### config.mk
export PLATFORM = sky130hd
export DESIGN_NAME = block_config_loader
export DESIGN_NICKNAME = d
export VERILOG_FILES = /design/src/rtl/block_config_loader.sv
export SDC_FILE = /design/constraint.sdc
export NUM_CORES = 1
export LEC_CHECK = 0
export CAP_MARGIN = 30
export CELL_PAD_IN_SITES_DETAIL_PLACEMENT = 2
export CELL_PAD_IN_SITES_GLOBAL_PLACEMENT = 2
export CORE_ASPECT_RATIO = 1.4
export CORE_MARGIN = 2
export CORE_UTILIZATION = 29
export DETAILED_ROUTE_END_ITERATION = 7
export PLACE_DENSITY_LB_ADDON = 0.25
export SLEW_MARGIN = 10
export SYNTH_ARGS = -nofsm -noshare
export SYNTH_HDL_FRONTEND = slang
export SYNTH_SLANG_ARGS = --single-unit
export TNS_END_PERCENT = 30
### constraint.sdc
create_clock -name clk -period 1.6 [get_ports clk]
set_clock_uncertainty 0.05 [all_clocks]
set_input_delay 0.48 -clock clk [delete_from_list [all_inputs] [get_ports clk]]
set_output_delay 0.48 -clock clk [all_outputs]
set_load 0.05 [all_outputs]
### src/rtl/block_config_loader.sv
// Bit-serial to parallel configuration loader feeding block_config_latches.
// Assembles one MEM_SIZE-bit frame, then holds comb_set for SET_CYCLES cycles.
//
// state | meaning
// ------+-----------------------------------------------------------
// IDLE  | after reset; waiting for cfg_start, serial input ignored
// SHIFT | accepting beats into sr; cfg_start restarts the frame
// SET   | config_in stable, comb_set high for SET_CYCLES cycles
// DONE  | frame committed, done high; cfg_start begins a reload
module block_config_loader #(
  parameter int ADDR_BITS  = 4,
  parameter int MEM_SIZE   = 2**ADDR_BITS,
  parameter int SET_CYCLES = 2,
  parameter bit LSB_FIRST  = 1'b0
) (
  input  logic                clk,
  input  logic                rst,
  input  logic                cfg_start,
  input  logic                cfg_bit,
  input  logic                cfg_valid,
  output logic                cfg_ready,
  output logic [MEM_SIZE-1:0] config_in,
  output logic                comb_set,
  output logic                done
);

  localparam int CW = ADDR_BITS + 1;
  localparam int SW = (SET_CYCLES < 2) ? 1 : $clog2(SET_CYCLES + 1);
  localparam logic [CW-1:0] CNT_LAST = CW'(MEM_SIZE - 1);
  localparam logic [SW-1:0] SET_LAST = SW'(SET_CYCLES);

  typedef enum logic [1:0] {
    IDLE  = 2'd0,
    SHIFT = 2'd1,
    SET   = 2'd2,
    DONE  = 2'd3
  } state_t;

  state_t              state, state_n;
  logic [MEM_SIZE-1:0] sr, sr_n, sr_shift, config_n;
  logic [CW-1:0]       cnt, cnt_n;
  logic [SW-1:0]       scnt, scnt_n;
  logic                ready_n, set_n, done_n;
  logic                beat;

  // cfg_ready is registered and high only in SHIFT, so a beat implies SHIFT.
  assign beat = cfg_valid & cfg_ready;

  always_comb begin
    if (LSB_FIRST) sr_shift = {cfg_bit, sr[MEM_SIZE-1:1]};
    else           sr_shift = {sr[MEM_SIZE-2:0], cfg_bit};
  end

  always_comb begin
    state_n  = state;
    sr_n     = sr;
    cnt_n    = cnt;
    scnt_n   = scnt;
    config_n = config_in;
    ready_n  = cfg_ready;
    set_n    = comb_set;
    done_n   = done;
    case (state)
      IDLE: begin
        if (cfg_start) begin
          state_n = SHIFT;
          cnt_n   = '0;
          ready_n = 1'b1;
        end
      end
      SHIFT: begin
        if (cfg_start) begin
          cnt_n = '0;
        end else if (beat) begin
          sr_n = sr_shift;
          // The final beat commits the frame and leaves cnt at MEM_SIZE-1.
          if (cnt == CNT_LAST) begin
            state_n  = SET;
            config_n = sr_shift;
            set_n    = 1'b1;
            scnt_n   = SW'(1);
            ready_n  = 1'b0;
          end else begin
            cnt_n = cnt + 1'b1;
          end
        end
      end
      SET: begin
        if (scnt == SET_LAST) begin
          state_n = DONE;
          set_n   = 1'b0;
          done_n  = 1'b1;
        end else begin
          scnt_n = scnt + 1'b1;
        end
      end
      DONE: begin
        if (cfg_start) begin
          state_n = SHIFT;
          done_n  = 1'b0;
          cnt_n   = '0;
          ready_n = 1'b1;
        end
      end
      default: begin
        state_n = IDLE;
        ready_n = 1'b0;
        set_n   = 1'b0;
        done_n  = 1'b0;
      end
    endcase
  end

  always_ff @(posedge clk) begin
    if (rst) begin
      state     <= IDLE;
      sr        <= '0;
      cnt       <= '0;
      scnt      <= '0;
      config_in <= '0;
      cfg_ready <= 1'b0;
      comb_set  <= 1'b0;
      done      <= 1'b0;
    end else begin
      state     <= state_n;
      sr        <= sr_n;
      cnt       <= cnt_n;
      scnt      <= scnt_n;
      config_in <= config_n;
      cfg_ready <= ready_n;
      comb_set  <= set_n;
      done      <= done_n;
    end
  end

endmodule

==> results of run 1 <==
## worst register-to-register path: cells and delay by family (launching register included)
kind,cells,cell delay [ns]
adder cells (fa/ha/maj),2,0.30
AO/OA/AOI/OAI,2,0.48
AND/OR/NAND/NOR,2,0.31
flip-flops,1,0.36
buffers and inverters,1,0.17
## per-stage QoR
step / setup slack, ns / utilization [%] / total power, W
global placement: -0.4181 / 41.01 / 0.002335
CTS: -0.1929 / 43.43 / 0.003224
global route: -0.2154 / 45.20 / 0.003580
detailed placement: -0.5375 / 41.01 / 0.002394
floorplan: -0.03109 / - / 0.001902
finish: -0.1707 / 45.20 / 0.003373
## logic make-up (layout without fill, tap and decap cells)
| family | count (synthesis) | in the layout | share of synthesized area (%) |
|---|---|---|---|
| buf+inv | 28 | 81 | 7.065 |
| mux | 1 | 1 | 0.5728 |
| simple gates | 82 | 82 | 22.15 |
| compound gates | 73 | 73 | 21.96 |
| fa+ha+maj | 7 | 7 | 4.456 |
| flops | 43 | 43 | 43.79 |
## how the worst max path moves through the flow
stage	slack [ns]	to	depth (start not counted)
3_3_place_gp	-0.42	state[0]	4
2_1_floorplan	-0.03	state[0]	6
5_1_grt	-0.22	cnt[1]	7
6_report	-0.17	scnt[0]	5
4_1_cts	-0.19	state[0]	6
3_5_place_dp	-0.54	state[0]	4
## repair_timing
item	4_1_cts	5_1_grt
pin swaps	7	8
setup endpoints to repair	40	31
resized for setup	28	22
setup buffers	4	3
hold endpoints to repair	0	0
## per-layer routing
metal	vias up	routed length [um]	share of wire, %
met5	-	0	0
met4	0	121	1.9
met3	9	110	1.7
met2	23	3515	56
met1	955	2579	41
li1	934	-	-
## layout make-up
| cell class | count | area, um2 | share of cell area [%] |
|---|---|---|---|
| Multi-Input combinational cell | 163 | 1121 | 37.76 |
| Sequential cell | 43 | 865.8 | 29.16 |
| Clock buffer | 6 | 72.57 | 2.444 |
| Tap cell | 74 | 92.59 | 3.118 |
| Clock inverter | 2 | 12.51 | 0.4214 |
| Inverter | 10 | 41.29 | 1.391 |
| Timing Repair Buffer | 63 | 763.2 | 25.71 |
## sequential cells by signal (all words and copies together) (netlist names)
name	flops
done	1
cfg_ready	1
sr	15
scnt	2
config_in	16
state	2
cnt	5
comb_set	1
## cell usage in the layout (no fill, tap or decap), types with 3 or more instances in the layout
master / n
dfxtp_2: 4
inv_1: 9
a31oi_1: 3
or2_2: 3
buf_4: 33
o211ai_1: 3
clkbuf_8: 5
nand2_1: 36
o21ai_0: 3
buf_6: 5
a21oi_1: 33
o21ai_1: 4
nor3b_1: 3
o21ai_2: 12
buf_12: 21
nor2_1: 5
nand3_1: 21
clkdlybuf4s50_1: 3
ha_4: 4
dfxtp_1: 39
## power by group
| group | internal [W] | switching, W |
|---|---|---|
| registers | 0.00114 | 0.0000844 |
| clock network | 0.000306 | 0.000388 |
| logic | 0.000642 | 0.000816 |
==> impl_metrics.yaml, run 1 <==
floorplan:
  die_y_um: 101.4
  start_util_pct: 29.92
  io_pins: 24
  core-area_mm2: 0.006569
  die_x_um: 73.58
  rows: 35
  die_area_mm2: 0.007462
final_layout:
  n_antenna_cell: 0
  finish.net_count: 298
  area_delta_synth_final_pct: 51.05
  final_area_mm2: 0.002969
  drive_above_1_share_pct: 36.24
  fill_cells: 713
  fin_cells: 361
setup_path:
  crit_path_cell_trace: "clkdlybuf4s50_1 -> nand4b_4 -> buf_4 -> a2111o_1 -> o211a_1"
  critical-path-max-stage-delay_ns: 0.61
  crit_arrival_ns: 1.92
  start_kind: "input port"
  critPathCaptureType: "flip-flop"
  cpMaxStageDelayCell: "clkdlybuf4s50_1"
  r2r-end: "scnt[0]"
  crit_fanout: 6
  critPathTopFamily: "buffers and inverters"
  crit_path_start: "cfg_valid"
  reg2reg_depth: 7
  critical_path_buf_inv_count: 2
  r2r_slack_ns: -0.16
  rr_startpoint: "cnt[1]"
  path_class: "input port to flip-flop"
  crit_required_ns: 1.75
yosys:
  yosysSeqAreaShare_pct: 43.79
  synthCells: 234
  synthTopCellsByArea: "dfxtp_1 (44%), a21oi_1 (8.9%), nand2_1 (6.9%)"
  synth_cell_types: 39
  synth.top_cell.area_share_pct: 43.79
  ys.flop_type: "dfxtp_1"
  yosys-top-cells-count: "dfxtp_1 (43), nand2_1 (36), a21oi_1 (35)"
  yosysMostFrequentCell: "dfxtp_1"
  synth_seq_cells: 43
  yosysTopAreaCell: "dfxtp_1"
  yosys_warnings: 0
  synth_edf_count: 0
  synth.avg_cell_area_um2: 8.400
  syn-cell-area_mm2: 0.001966
  syn-num-nets: 246
  synthArstFlopShare_pct: 0
placement:
  placed_cells: 346
  dpl_cell_area_mm2: 0.002694
  place_congestion: 0.8040
  io_buffers: 23
  dp_hpwl_um: 4311
global_routing:
  grt_usage_pct: 17.51
  antenna_found_initial: 0
  grt.busiest_layer: "met2"
  grt_pass1_vias: 2020
  gr-usage-met3_pct: 2.687
  grt_start_max_net_pins: 23
  use_met1_pct: 20.71
  grt_pass1_wl_um: 10160
  overflow: 0
  use_met2_pct: 31.66
timing:
  worstMarginPinSlew_ns: 0.3334
  relSlewSlack_pct: 77.46
  layout_setup_ws_ns: -0.1707
  setup_violations: 25
  slew_viol_final: 0
  tns_ns: -1.201
  holdWs_ns: 0.4239
  finalCritPeriodShare_pct: 110.7
  finalHoldViolations: 0
  grt_setup_unrepaired: "true"
  finalCriticalPeriod_ns: 1.771
  max_freq_ghz: 0.5647
clock_network:
  clock_path_buffers: 2
  clk_latency_ns: 0.30
  path_clk_slew_ns: 0.09
  cts-buffers-inserted: 5
  cts_root_buf: "clkbuf_8"
  numClockSinks: 43
  hold_buffers: 0
  cts_tree: "done"
  cts-htree-levels: 2
hold_path:
  hold_depth: 2
  hold_class: "flip-flop to flip-flop"
  whs_endpoint: "sr[6]"
  hp-start: "sr[5]"
power:
  vdd_drop_max_mv: 0.6040
  total_leakage_power_nw: 1.066
  power_per_cell_area_mw_per_mm2: 1136
status:
  status: "finished with violations"
  violations: "setup timing"
route:
  drt-initial-drc-count: 70
  wire_per_inst_um: 17.52
  wl_um: 6326
  vias: 1921
  drc: 0
  vias_per_cell: 5.321
  drtPass1Iterations: 4
  detail-route-antenna-nets: 0
run:
  cap_viol_max_count: 0
(Power assumes the default switching activity.)
==> inputs of run 2 (changes only) <==
--- a/config.mk
+++ b/config.mk
@@ -13,6 +13,7 @@
 export CORE_UTILIZATION = 29
 export DETAILED_ROUTE_END_ITERATION = 7
 export PLACE_DENSITY_LB_ADDON = 0.25
+export RECOVER_POWER = 50
 export SLEW_MARGIN = 10
 export SYNTH_ARGS = -nofsm -noshare
 export SYNTH_HDL_FRONTEND = slang
==> run 2 against run 1 <==
Compared with the run above:
- the run still ends with setup timing left
- power about the same
- sequential cell count stayed put
- non-clock buffer count unchanged
- global-route usage did not move
- utilization down 3.7 points
- count of clock-buffer cells in the layout unchanged
- final area fell by 8.1%
- sequential power about the same
- setup slack worse by 0.0010 ns
- wire length rose by 0.68%
- maximum frequency is essentially flat
- clock power is essentially flat
- highest routed layer unchanged
==> impl_metrics.yaml, run 2 (same netlist as run 1, synthesis figures left out) <==
status:
  status: "finished with violations"
  violations: "setup timing"
global_routing:
  grt_usage_pct: 17.51
  overflow: 0
  grt_pass1_vias: 2020
  grt_pass1_wl_um: 10160
  grt_start_max_net_pins: 23
  antenna_found_initial: 0
route:
  drc: 0
  wl_um: 6369
  wire_per_inst_um: 17.64
  detail-route-antenna-nets: 0
  drt-initial-drc-count: 72
  drtPass1Iterations: 4
  vias_per_cell: 5.324
  vias: 1922
final_layout:
  drive_above_1_share_pct: 36.24
  finish.net_count: 298
  largest_reg_flops: 16
  final_area_mm2: 0.002729
  top_register: "config_in"
  final_common_cell: "dfxtp_1"
  mostFrequentLayoutCells: "dfxtp_1 (39), nand2_1 (36), a21oi_1 (33), buf_4 (33), nand3_1 (21)"
  fin_cells: 361
  largestRegisters: "config_in x16, sr x15, cnt x5"
  n_antenna_cell: 0
  area_delta_synth_final_pct: 38.83
power:
  power_per_cell_area_mw_per_mm2: 1235
  seqPwrFrac_pct: 36.2
  p_clk_share_pct: 20.6
  switching_power_w: 0.001288
  intPower_w: 0.002083
  vdd_drop_max_mv: 0.6041
  switching_share_pct: 38.20
  total_leakage_power_nw: 1.010
  p_comb_share_pct: 43.2
timing:
  finalCritPeriodShare_pct: 110.7
  finalHoldViolations: 0
  relSlewSlack_pct: 77.46
  holdWs_ns: 0.4174
  worstMarginPinSlew_ns: 0.3334
  tns_ns: -1.202
  grt_setup_unrepaired: "true"
  max_freq_ghz: 0.5644
  setup_violations: 25
  finalCriticalPeriod_ns: 1.772
  layout_setup_ws_ns: -0.1717
  slew_viol_final: 0
setup_path:
  cpMaxStageDelayCell: "clkdlybuf4s50_1"
  crit_arrival_ns: 1.92
  rr_startpoint: "cnt[1]"
  crit_path_cell_trace: "clkdlybuf4s50_1 -> nand4b_4 -> buf_4 -> a2111o_1 -> o211a_1"
  critPathCaptureType: "flip-flop"
  critPathTopFamily: "buffers and inverters"
  critical-path-max-stage-delay_ns: 0.61
  critical_path_buf_inv_count: 2
  path_class: "input port to flip-flop"
  crit_fanout: 6
  crit_required_ns: 1.75
  crit_path_start: "cfg_valid"
  start_kind: "input port"
placement:
  dp_hpwl_um: 4311
  io_buffers: 23
  place_congestion: 0.8040
  dpl_cell_area_mm2: 0.002694
  post-place-ws_ns: -0.5375
  placed_cells: 346
clock_network:
  cts-htree-levels: 2
  path_clk_slew_ns: 0.08
  clock_path_buffers: 2
  cts_tree: "done"
  clk_latency_ns: 0.30
  numClockSinks: 43
  hold_buffers: 0
  cts_root_buf: "clkbuf_8"
  cts-buffers-inserted: 5
floorplan:
  io_pins: 24
  start_util_pct: 29.92
  rows: 35
  die_y_um: 101.4
  die_x_um: 73.58
  die_area_mm2: 0.007462
  core-area_mm2: 0.006569
hold_path:
  hold_class: "flip-flop to flip-flop"
  hp-start: "config_in[4]"
run:
  cap_viol_max_count: 0
==> run 2: cell count changes in the layout (fill, tap and decap cells not counted), sizes merged <==
cell and change:
clkbuf +16, buf -16
==> run 2: path summary, 6_finish.rpt <==
check | to | slack [ns] | cells past startpoint
setup / recovery | scnt[0] | -0.17 | 5
hold / removal | config_in[4] | 0.42 | 2
hold reg to reg | config_in[4] | 0.42 | 2
setup reg to reg | scnt[0] | -0.16 | 7
==> run 2: worst min-delay path, cell delays in order, from the launching register on <==
cell and delay, ns:
dfxtp_1 0.32, o21ai_2 0.05, a21oi_1 0.05
==> run 2: layout make-up <==
class	count	area (um2)
clock buffer	6	72.57
clock inverter	2	12.51
fill	737	3840
inverter	10	41.29
multi-input combinational	163	1121
sequential	43	865.8
tap	74	92.59
timing repair buffer	63	523.0
==> run 2: routing by layer <==
metal | vias up | track usage (%) | wire length [um]
met5 | - | 0 | 0
met4 | 0 | 5.734 | 121
met3 | 9 | 2.687 | 152
met2 | 24 | 31.66 | 3506
met1 | 954 | 20.71 | 2589
li1 | 935 | - | -
==> run 2: repair_timing <==
item | 4_1_cts | 5_1_grt
endpoints found under the setup margin | 40 | 31
gates resized for setup | 28 | 22
setup buffers | 4 | 3
pin swaps | 7 | 8
==> run 2: per-stage QoR <==
step | power (W) | util, %
finish | 0.003371 | 41.54
global route | 0.003578 | 41.54
CTS | 0.003224 | 43.43
detailed placement | 0.002394 | 41.01
global placement | 0.002335 | 41.01
floorplan | 0.001902 | -
==> run 2: power by group through the flow <==
stage	Combinational [W]	Clock [W]	Sequential [W]
6_report	0.00146	0.000693	0.00122
5_1_grt	0.00157	0.000776	0.00123
2_1_floorplan	0.000645	0	0.00126
4_1_cts	0.00128	0.000731	0.00121
3_5_place_dp	0.00116	0	0.00124
3_3_place_gp	0.00110	0	0.00123
